### config.mk
export PLATFORM = sky130hd
export DESIGN_NAME = spi_master_flat
export DESIGN_NICKNAME = d
export VERILOG_FILES = /design/src/rtl/spi_master_if.sv /design/src/rtl/spi_master.sv /design/src/flat_wrapper.sv
export SDC_FILE = /design/constraint.sdc
export NUM_CORES = 1
export LEC_CHECK = 0
export CAP_MARGIN = 20
export CORE_ASPECT_RATIO = 1.1
export CORE_MARGIN = 5
export CORE_UTILIZATION = 57
export CTS_BUF_LIST = sky130_fd_sc_hd__clkbuf_4
export DETAILED_ROUTE_END_ITERATION = 8
export PLACE_DENSITY = 0.81
export SETUP_SLACK_MARGIN = 0.5
export SLEW_MARGIN = 15
export SYNTH_ARGS = -nofsm -noshare
export SYNTH_HDL_FRONTEND = slang
export SYNTH_SLANG_ARGS = --single-unit
### constraint.sdc
create_clock -name clk -period 2 [get_ports clk]
set_input_delay 0.6 -clock clk [delete_from_list [all_inputs] [get_ports clk]]
set_output_delay 0.6 -clock clk [all_outputs]
set_load 0.02 [all_outputs]
### src/rtl/spi_master_if.sv
`default_nettype none
// ============================================================================
//  Module      : spi_master_if
//  Description : tx/rx word streams and SPI pins of spi_master, grouped.
//  Revision    : 1.0 - initial release
// ============================================================================
interface spi_master_if #(
  parameter int DATA_LEN = 8
);
  logic [DATA_LEN-1:0] tx_tdata;
  logic                tx_tvalid;
  logic                tx_tready;
  logic [DATA_LEN-1:0] rx_tdata;
  logic                rx_tvalid;
  logic                rx_tready;
  logic                spi_sclk;
  logic                spi_mosi;
  logic                spi_miso;
  logic                spi_cs_n;

  modport master (
    input  tx_tdata, tx_tvalid, rx_tready, spi_miso,
    output tx_tready, rx_tdata, rx_tvalid, spi_sclk, spi_mosi, spi_cs_n
  );

  modport slave (
    output tx_tdata, tx_tvalid, rx_tready, spi_miso,
    input  tx_tready, rx_tdata, rx_tvalid, spi_sclk, spi_mosi, spi_cs_n
  );
endinterface
`default_nettype wire

### src/rtl/spi_master.sv
`default_nettype none
// ============================================================================
//  Module      : spi_master
//  Description : Single-word SPI master, SCLK idles low, MOSI MSB first,
//                MISO captured on each SCLK falling edge.
//  Revision    : 1.0 - initial release
// ============================================================================
module spi_master #(
  parameter int CLK_DIV  = 4,
  parameter int DATA_LEN = 8,
  parameter int CS_GAP   = 2
) (
  input  logic          clk,
  input  logic          rst,
  spi_master_if.master  bus
);

  localparam int c_PW = $clog2(CLK_DIV + 1);
  localparam int c_BW = $clog2(DATA_LEN + 1);
  localparam int c_GW = $clog2(CS_GAP + 1);

  localparam logic [c_PW-1:0] c_PHASE_LAST = c_PW'(CLK_DIV - 1);
  localparam logic [c_PW-1:0] c_PHASE_ONE  = c_PW'(1);
  localparam logic [c_BW-1:0] c_BIT_LAST   = c_BW'(DATA_LEN);
  localparam logic [c_BW-1:0] c_BIT_ONE    = c_BW'(1);
  localparam logic [c_GW-1:0] c_GAP_LAST   = c_GW'(CS_GAP - 1);
  localparam logic [c_GW-1:0] c_GAP_ONE    = c_GW'(1);

  typedef enum logic [2:0] {
    IDLE    = 3'd0,
    SETUP   = 3'd1,
    SCLK_HI = 3'd2,
    SCLK_LO = 3'd3,
    HOLD    = 3'd4,
    GAP     = 3'd5
  } state_t;

  state_t              r_state,     w_state_next;
  logic [c_PW-1:0]     r_phase,     w_phase_next;
  logic [c_BW-1:0]     r_bit_cnt,   w_bit_cnt_next;
  logic [c_GW-1:0]     r_gap_cnt,   w_gap_cnt_next;
  logic [DATA_LEN-1:0] r_tx_shift,  w_tx_shift_next;
  logic [DATA_LEN-1:0] r_rx_shift,  w_rx_shift_next;
  logic [DATA_LEN-1:0] r_rx_tdata,  w_rx_tdata_next;
  logic                r_rx_tvalid, w_rx_tvalid_next;
  logic                r_sclk,      w_sclk_next;
  logic                r_cs_n,      w_cs_n_next;

  logic w_tx_tready;
  logic w_phase_done;

  assign w_tx_tready  = (r_state == IDLE) && !r_rx_tvalid;
  assign w_phase_done = (r_phase == c_PHASE_LAST);

  // MOSI is the top of the tx shift register, so it is registered and
  // already holds the MSB on the cycle after acceptance.
  assign bus.tx_tready = w_tx_tready;
  assign bus.rx_tdata  = r_rx_tdata;
  assign bus.rx_tvalid = r_rx_tvalid;
  assign bus.spi_sclk  = r_sclk;
  assign bus.spi_mosi  = r_tx_shift[DATA_LEN-1];
  assign bus.spi_cs_n  = r_cs_n;

  always_ff @(posedge clk or posedge rst) begin
    if (rst) begin
      r_state     <= IDLE;
      r_phase     <= '0;
      r_bit_cnt   <= '0;
      r_gap_cnt   <= '0;
      r_tx_shift  <= '0;
      r_rx_shift  <= '0;
      r_rx_tdata  <= '0;
      r_rx_tvalid <= 1'b0;
      r_sclk      <= 1'b0;
      r_cs_n      <= 1'b1;
    end else begin
      r_state     <= w_state_next;
      r_phase     <= w_phase_next;
      r_bit_cnt   <= w_bit_cnt_next;
      r_gap_cnt   <= w_gap_cnt_next;
      r_tx_shift  <= w_tx_shift_next;
      r_rx_shift  <= w_rx_shift_next;
      r_rx_tdata  <= w_rx_tdata_next;
      r_rx_tvalid <= w_rx_tvalid_next;
      r_sclk      <= w_sclk_next;
      r_cs_n      <= w_cs_n_next;
    end
  end

  always_comb begin
    w_state_next     = r_state;
    w_phase_next     = r_phase;
    w_bit_cnt_next   = r_bit_cnt;
    w_gap_cnt_next   = r_gap_cnt;
    w_tx_shift_next  = r_tx_shift;
    w_rx_shift_next  = r_rx_shift;
    w_rx_tdata_next  = r_rx_tdata;
    w_rx_tvalid_next = r_rx_tvalid;
    w_sclk_next      = r_sclk;
    w_cs_n_next      = r_cs_n;

    if (r_rx_tvalid && bus.rx_tready) begin
      w_rx_tvalid_next = 1'b0;
    end

    case (r_state)
      IDLE: begin
        if (bus.tx_tvalid && w_tx_tready) begin
          w_state_next    = SETUP;
          w_tx_shift_next = bus.tx_tdata;
          w_cs_n_next     = 1'b0;
          w_sclk_next     = 1'b0;
          w_phase_next    = '0;
          w_bit_cnt_next  = '0;
        end
      end

      SETUP: begin
        if (w_phase_done) begin
          w_phase_next = '0;
          w_sclk_next  = 1'b1;
          w_state_next = SCLK_HI;
        end else begin
          w_phase_next = r_phase + c_PHASE_ONE;
        end
      end

      SCLK_HI: begin
        if (w_phase_done) begin
          w_phase_next    = '0;
          w_sclk_next     = 1'b0;
          w_rx_shift_next = {r_rx_shift[DATA_LEN-2:0], bus.spi_miso};
          w_bit_cnt_next  = r_bit_cnt + c_BIT_ONE;
          w_state_next    = SCLK_LO;
        end else begin
          w_phase_next = r_phase + c_PHASE_ONE;
        end
      end

      // The low phase after the last falling edge runs in full before HOLD.
      SCLK_LO: begin
        if (w_phase_done) begin
          w_phase_next = '0;
          if (r_bit_cnt == c_BIT_LAST) begin
            w_state_next = HOLD;
          end else begin
            w_sclk_next     = 1'b1;
            w_tx_shift_next = {r_tx_shift[DATA_LEN-2:0], 1'b0};
            w_state_next    = SCLK_HI;
          end
        end else begin
          w_phase_next = r_phase + c_PHASE_ONE;
        end
      end

      HOLD: begin
        if (w_phase_done) begin
          w_phase_next     = '0;
          w_cs_n_next      = 1'b1;
          w_rx_tdata_next  = r_rx_shift;
          w_rx_tvalid_next = 1'b1;
          w_gap_cnt_next   = '0;
          w_state_next     = GAP;
        end else begin
          w_phase_next = r_phase + c_PHASE_ONE;
        end
      end

      GAP: begin
        if (r_gap_cnt == c_GAP_LAST) begin
          w_gap_cnt_next = '0;
          w_state_next   = IDLE;
        end else begin
          w_gap_cnt_next = r_gap_cnt + c_GAP_ONE;
        end
      end

      default: begin
        w_state_next = IDLE;
      end
    endcase
  end

endmodule
`default_nettype wire

### src/flat_wrapper.sv
// flat-port wrapper written by rule: the top's interface ports become plain ports
module spi_master_flat 
#(
  parameter int CLK_DIV  = 4,
  parameter int DATA_LEN = 8,
  parameter int CS_GAP   = 2
)
  (clk, rst, bus_tx_tdata, bus_tx_tvalid, bus_rx_tready, bus_spi_miso, bus_tx_tready, bus_rx_tdata, bus_rx_tvalid, bus_spi_sclk, bus_spi_mosi, bus_spi_cs_n);
  spi_master_if #(.DATA_LEN(DATA_LEN)) bus_i ();
  input  logic clk;
  input  logic rst;
  input wire logic [$bits(bus_i.tx_tdata)-1:0] bus_tx_tdata;
  input wire logic [$bits(bus_i.tx_tvalid)-1:0] bus_tx_tvalid;
  input wire logic [$bits(bus_i.rx_tready)-1:0] bus_rx_tready;
  input wire logic [$bits(bus_i.spi_miso)-1:0] bus_spi_miso;
  output wire logic [$bits(bus_i.tx_tready)-1:0] bus_tx_tready;
  output wire logic [$bits(bus_i.rx_tdata)-1:0] bus_rx_tdata;
  output wire logic [$bits(bus_i.rx_tvalid)-1:0] bus_rx_tvalid;
  output wire logic [$bits(bus_i.spi_sclk)-1:0] bus_spi_sclk;
  output wire logic [$bits(bus_i.spi_mosi)-1:0] bus_spi_mosi;
  output wire logic [$bits(bus_i.spi_cs_n)-1:0] bus_spi_cs_n;
  assign bus_i.tx_tdata = bus_tx_tdata;
  assign bus_i.tx_tvalid = bus_tx_tvalid;
  assign bus_i.rx_tready = bus_rx_tready;
  assign bus_i.spi_miso = bus_spi_miso;
  assign bus_tx_tready = bus_i.tx_tready;
  assign bus_rx_tdata = bus_i.rx_tdata;
  assign bus_rx_tvalid = bus_i.rx_tvalid;
  assign bus_spi_sclk = bus_i.spi_sclk;
  assign bus_spi_mosi = bus_i.spi_mosi;
  assign bus_spi_cs_n = bus_i.spi_cs_n;
  spi_master #(.CLK_DIV(CLK_DIV), .DATA_LEN(DATA_LEN), .CS_GAP(CS_GAP)) u_core (.clk(clk), .rst(rst), .bus(bus_i));
endmodule
After elaboration in Yosys (flattened, before gate mapping)
Index checks and enable logic that the tools add are counted.
- muxes and demuxes: 31
- equality and inequality tests: 15
- reductions and logical operators: 21
- $add $sub $neg: 3
- operator list (cell ; count):
    $mux W3 ; 9
    $mux W8 ; 3
    $pmux W3 S6 ; 1
    $pmux W8 S2 ; 1
    $reduce_and A6 Y1 ; 2
    $ne A2 B1 Y1 const B ; 5
    $reduce_bool A2 Y1 ; 5
    $eq A3 B2 Y1 const B ; 3
    $mux W1 ; 8
    $mux W4 ; 2
    $pmux W4 S2 ; 1
    $reduce_and A2 Y1 ; 4
    $eq A3 B3 Y1 const B ; 2
    $pmux W3 S2 ; 1
    $reduce_and A3 Y1 ; 2
    $add A4 B1 Y4 const B ; 1
    $eq A4 B4 Y1 const B ; 1
    $mux W2 ; 2
    $ne A2 B2 Y1 const B ; 2
    $pmux W1 S4 ; 1
    $pmux W2 S2 ; 1
    $reduce_and A4 Y1 ; 1
    $reduce_bool A4 Y1 ; 1
    $reduce_or A4 Y1 ; 1
    8 further kinds ; 10
- logic and storage cells: 80
- input port bits: 13
- register bits after elaboration: 39

Depth between registers and ports, before layout
- depth in word-level cells: 5
- gate-level depth with buffers: 7
- mapped depth without buffers: 6

Least setup slack after synthesis
Ideal clock, no wire load.
- path type: register to register
- from: reg u_core.r_state[2]
- to: reg u_core.r_tx_shift[1]
- stages on the path, launching flop included: 7
- required time: 1.875 ns
- data arrival time: 1.709 ns
- clock period less this slack: 1.834 ns
- setup slack: 0.166 ns
- cells stage by stage: dfrtp_1 buf_6 nor4_4 and2_4 o22a_4 buf_12 mux2_4
- cells in the longest elaborated chain, start to end: 5
- elaborated cells between the ends (all ways): 10
- classes of those cells: eq/ne: 4; mux: 1; reduce/logical: 5
- ends and longest elaborated chain (what ; RTL line ; RTL):
    start: declaration ; spi_master.sv:38 ; state_t r_state, w_state_next;
    start signal: assignment ; spi_master.sv:77 ; r_state <= w_state_next;
    $logic_not A3 Y1 ; spi_master.sv:52 ; assign w_tx_tready = (r_state == IDLE) && !r_rx_tvalid;
    $logic_and A1 B1 Y1 ; spi_master.sv:52 ;
    net bus_tx_tready ; flat_wrapper.sv:16 ; output wire logic [$bits(bus_i.tx_tready)-1:0] bus_tx_tready;
    $logic_and A1 B1 Y1 ; spi_master.sv:108 ; if (bus.tx_tvalid && w_tx_tready) begin
    $ne A2 B2 Y1 (no source line) ; -- ;
    $reduce_and A4 Y1 (no source line) ; -- ;
    end signal: assignment ; spi_master.sv:81 ; r_tx_shift <= w_tx_shift_next;
    end: declaration ; spi_master.sv:42 ; logic [DATA_LEN-1:0] r_tx_shift, w_tx_shift_next;
The timed path passes the listed nets, and every way through them passes these cells.
A chain may end at the register's enable or synchronous reset.

Worst setup path after layout
- from: reg u_core.r_rx_tvalid, in the netlist u_core.bus.rx_tvalid
- to: out bus_tx_tready
- cells in the longest elaborated chain, start to end: 2
- ends and longest elaborated chain (what ; RTL line ; RTL):
    start: declaration ; spi_master.sv:45 ; logic r_rx_tvalid, w_rx_tvalid_next;
    start signal: assignment ; spi_master.sv:84 ; r_rx_tvalid <= w_rx_tvalid_next;
    $logic_not A1 Y1 ; spi_master.sv:52 ;
    $logic_and A1 B1 Y1 ; spi_master.sv:52 ;
    end: declaration ; flat_wrapper.sv:16 ;
Every way passes these cells.

==> impl_metrics.yaml <==
status:
  outcome: "finished clean"
routing:
  postRouteAntennaNets: 0
  drtIter0Drc: 143
  first_pass_iters: 4
  drt_wl_total_mm: 5.810
  vias_per_cell: 5.865
  vias: 1607
  drc_errors: 0
  wl_per_cell_um: 21.20
setup_path:
  reg2reg_depth: 6
  slowest_delay_ps: 450
  critPathRequiredTime_ps: 1400
  startpoint_type: "flip-flop"
  critical_path.top_delay_family: "flip-flops"
  r2r_slack_ps: 130
  crit_cells: 2
  cpMaxStageDelayCell: "dfrtp_2"
  crit_chain: "nor4_4 -> buf_4"
  path_buf_inv: 1
  cp.arrival_ps: 1360
  end_kind: "output pin"
  crit_type: "flip-flop to output pin"
  cp_max_fo: 2
cells_and_area:
  final_common_cell: "dfrtp_1"
  drive_gt1_share_pct: 56.19
  num_antenna_cells: 0
  fin_area_um2: 2950
  final_cell_mix: "dfrtp_1, buf_4, buf_6"
  nets: 241
  area_growth_pct: 49.62
timing:
  setup_slack_ps: 41.54
  slew_headroom_pct: 79.14
  period_share_pct: 97.92
  rsz0062_at_grt: "yes"
  worst_slew_pin_slew_ps: 309.6
  slew_viol_final: 0
  final-setup-viol-count: 0
  skew_ps: 9.356
  finalSetupTns_ps: 0
  timing.fmax_mhz: 510.6
  post-route-min-period_ps: 1958
  hold_viol: 0
floorplanning:
  core_area_um2: 3331
  ios: 26
  die_x_um: 66.08
  fp-row-count: 22
  die_h_um: 71.69
  start_util_pct: 59.20
  dieArea_um2: 4737
placement:
  preCtsSetupSlack_ps: 15.55
  placed_area_um2: 2263
  gp_congestion: 0.8755
  io_buffer_count: 25
  hpwlAfterDp_mm: 2.522
synthesis:
  netlist_area_um2: 1972
  avgSynthCellArea_um2: 12.64
  yosys_register_bits: 39
  synthFlopType: "dfrtp_1"
  seq_area_frac_synth_pct: 49.56
  synthCells: 156
  yosysWarnings: 0
  synth_nets: 172
  synth_edf_count: 0
  synth_cell_types: 44
  async_reset_ff_share_pct: 100.0
cts:
  cts_buffers: 5
  clkLatencyLatePin_ps: 350
  cts-root-buf: "clkbuf_4"
  cts_hold_buf: 0
  clk_pin_slew_worst_paths_ps: 110
  cts-htree-levels: 2
  cts.sink_count: 39
  cts_tree: "built"
  clockBufferDepth: 2
min_path:
  holdPathStages: 1
  hp-class: "flip-flop to flip-flop"
power_and_ir_drop:
  p_sw_share_pct: 36.14
  intPower_mw: 2.911
  ir_drop_uv: 971.2
  clkPwrFrac_pct: 14.4
  combPwrFrac_pct: 57.5
  power-per-cell-area_nw_per_um2: 1545
  p_sw_mw: 1.648
  seqPwrFrac_pct: 28.0
  cellLeakagePower_nw: 1.349
global_route:
  grt_max_degree: 40
  grt_pass1_wl_mm: 7.493
  overflow: 0
  track_usage_pct: 20.74
  grt_pass1_vias: 1558
  antenna_found_initial: 0
job:
  cap_violations: 0
metal layers:
| metal | GRT usage, % | vias to the layer above | wire, um |
|---|---|---|---|
| li1 | - | 704 | - |
| met1 | 24.87 | 793 | 2265 |
| met2 | 36.60 | 84 | 2968 |
| met3 | 4.702 | 26 | 313 |
| met4 | 6.321 | 0 | 263 |
| met5 | 0 | - | 0 |
per-stage QoR:
step	utilization, %	instances	total power, mW	hold WS (ps)
5_1_grt	88.58	274	4.773	531.4
4_1_cts	78.36	252	3.845	525.0
3_5_place_dp	67.96	226	2.777	464.7
3_3_place_gp	67.96	226	2.688	456.2
6_report	88.58	274	4.559	531.5
2_1_floorplan	-	156	2.573	470.6
state kept, by name, summed over array words and instances, names as in the netlist:
name and cells:
u_core.bus.rx_tdata 8, u_core.bus.rx_tvalid 1, u_core.r_gap_cnt 2, u_core.bus.spi_sclk 1, u_core.bus.spi_cs_n 1, u_core.r_rx_shift 8, u_core.r_state 3, u_core.r_bit_cnt 4
u_core.r_tx_shift 8, u_core.r_phase 3
cells in the mapped netlist (all sizes together), types with 2 or more instances:
| cell type | count | share of area [%] |
|---|---|---|
| a21boi | 2 | 0.76 |
| a21oi | 8 | 2.0 |
| a31oi | 2 | 0.63 |
| buf | 5 | 3.3 |
| clkbuf | 4 | 0.76 |
| dfrtp | 38 | 48 |
| ha | 3 | 1.9 |
| inv | 4 | 0.76 |
| mux2 | 31 | 19 |
| mux2i | 2 | 1.0 |
| nand2 | 12 | 2.7 |
| nand3 | 4 | 1.3 |
| nor2 | 5 | 0.95 |
| nor2b | 2 | 0.63 |
| nor3 | 3 | 0.76 |
| nor3b | 2 | 1.3 |
| nor4b | 2 | 0.89 |
| o21ai | 6 | 1.5 |
| xor2 | 2 | 0.89 |
logic make-up (layout without fill, tap and decap cells):
group	count (synthesis)	in the layout	share of synthesized area (%)
compound gates	26	26	8.884
xor+xnor	2	2	0.8885
mux	33	33	20.24
simple gates	40	42	13.71
buf+inv	13	81	4.822
flops	39	39	49.56
fa+ha+maj	3	3	1.904
cell type report:
class | instances | area, um2
multi-input cells | 106 | 1079
flip-flops and latches | 39 | 979.7
repair buffers | 69 | 711.9
fillers | 140 | 380.4
clock inverters | 3 | 67.56
well taps | 48 | 60.06
clock buffers | 5 | 37.54
inverters | 4 | 15.01
worst paths after layout:
| path | from | end |
|---|---|---|
| worst min register to register | u_core.r_rx_shift[7] | u_core.r_rx_shift[7] |
| max in group asynchronous | rst | u_core.bus.spi_cs_n |
| worst min-delay path | u_core.r_rx_shift[7] | u_core.r_rx_shift[7] |
| min in group asynchronous | rst | u_core.r_tx_shift[4] |
| worst max register to register | u_core.bus.rx_tvalid | u_core.r_tx_shift[5] |
| worst max-delay path | u_core.bus.rx_tvalid | bus_tx_tready |
repair_timing:
item,in CTS,in global routing
pin swaps,3,16
hold endpoints to repair,0,0
resized for setup,93,39
setup buffers,17,21
setup endpoints to repair,43,48
cloned,1,1
power by group through the flow:
stage	clock network, mW	registers (mW)	logic [mW]
2_1_floorplan	0	1.24	1.33
3_3_place_gp	0	1.24	1.45
3_5_place_dp	0	1.26	1.52
4_1_cts	0.660	1.24	1.95
5_1_grt	0.702	1.30	2.77
6_report	0.658	1.28	2.62
No activity file was read; power rests on OpenSTA's default activity.
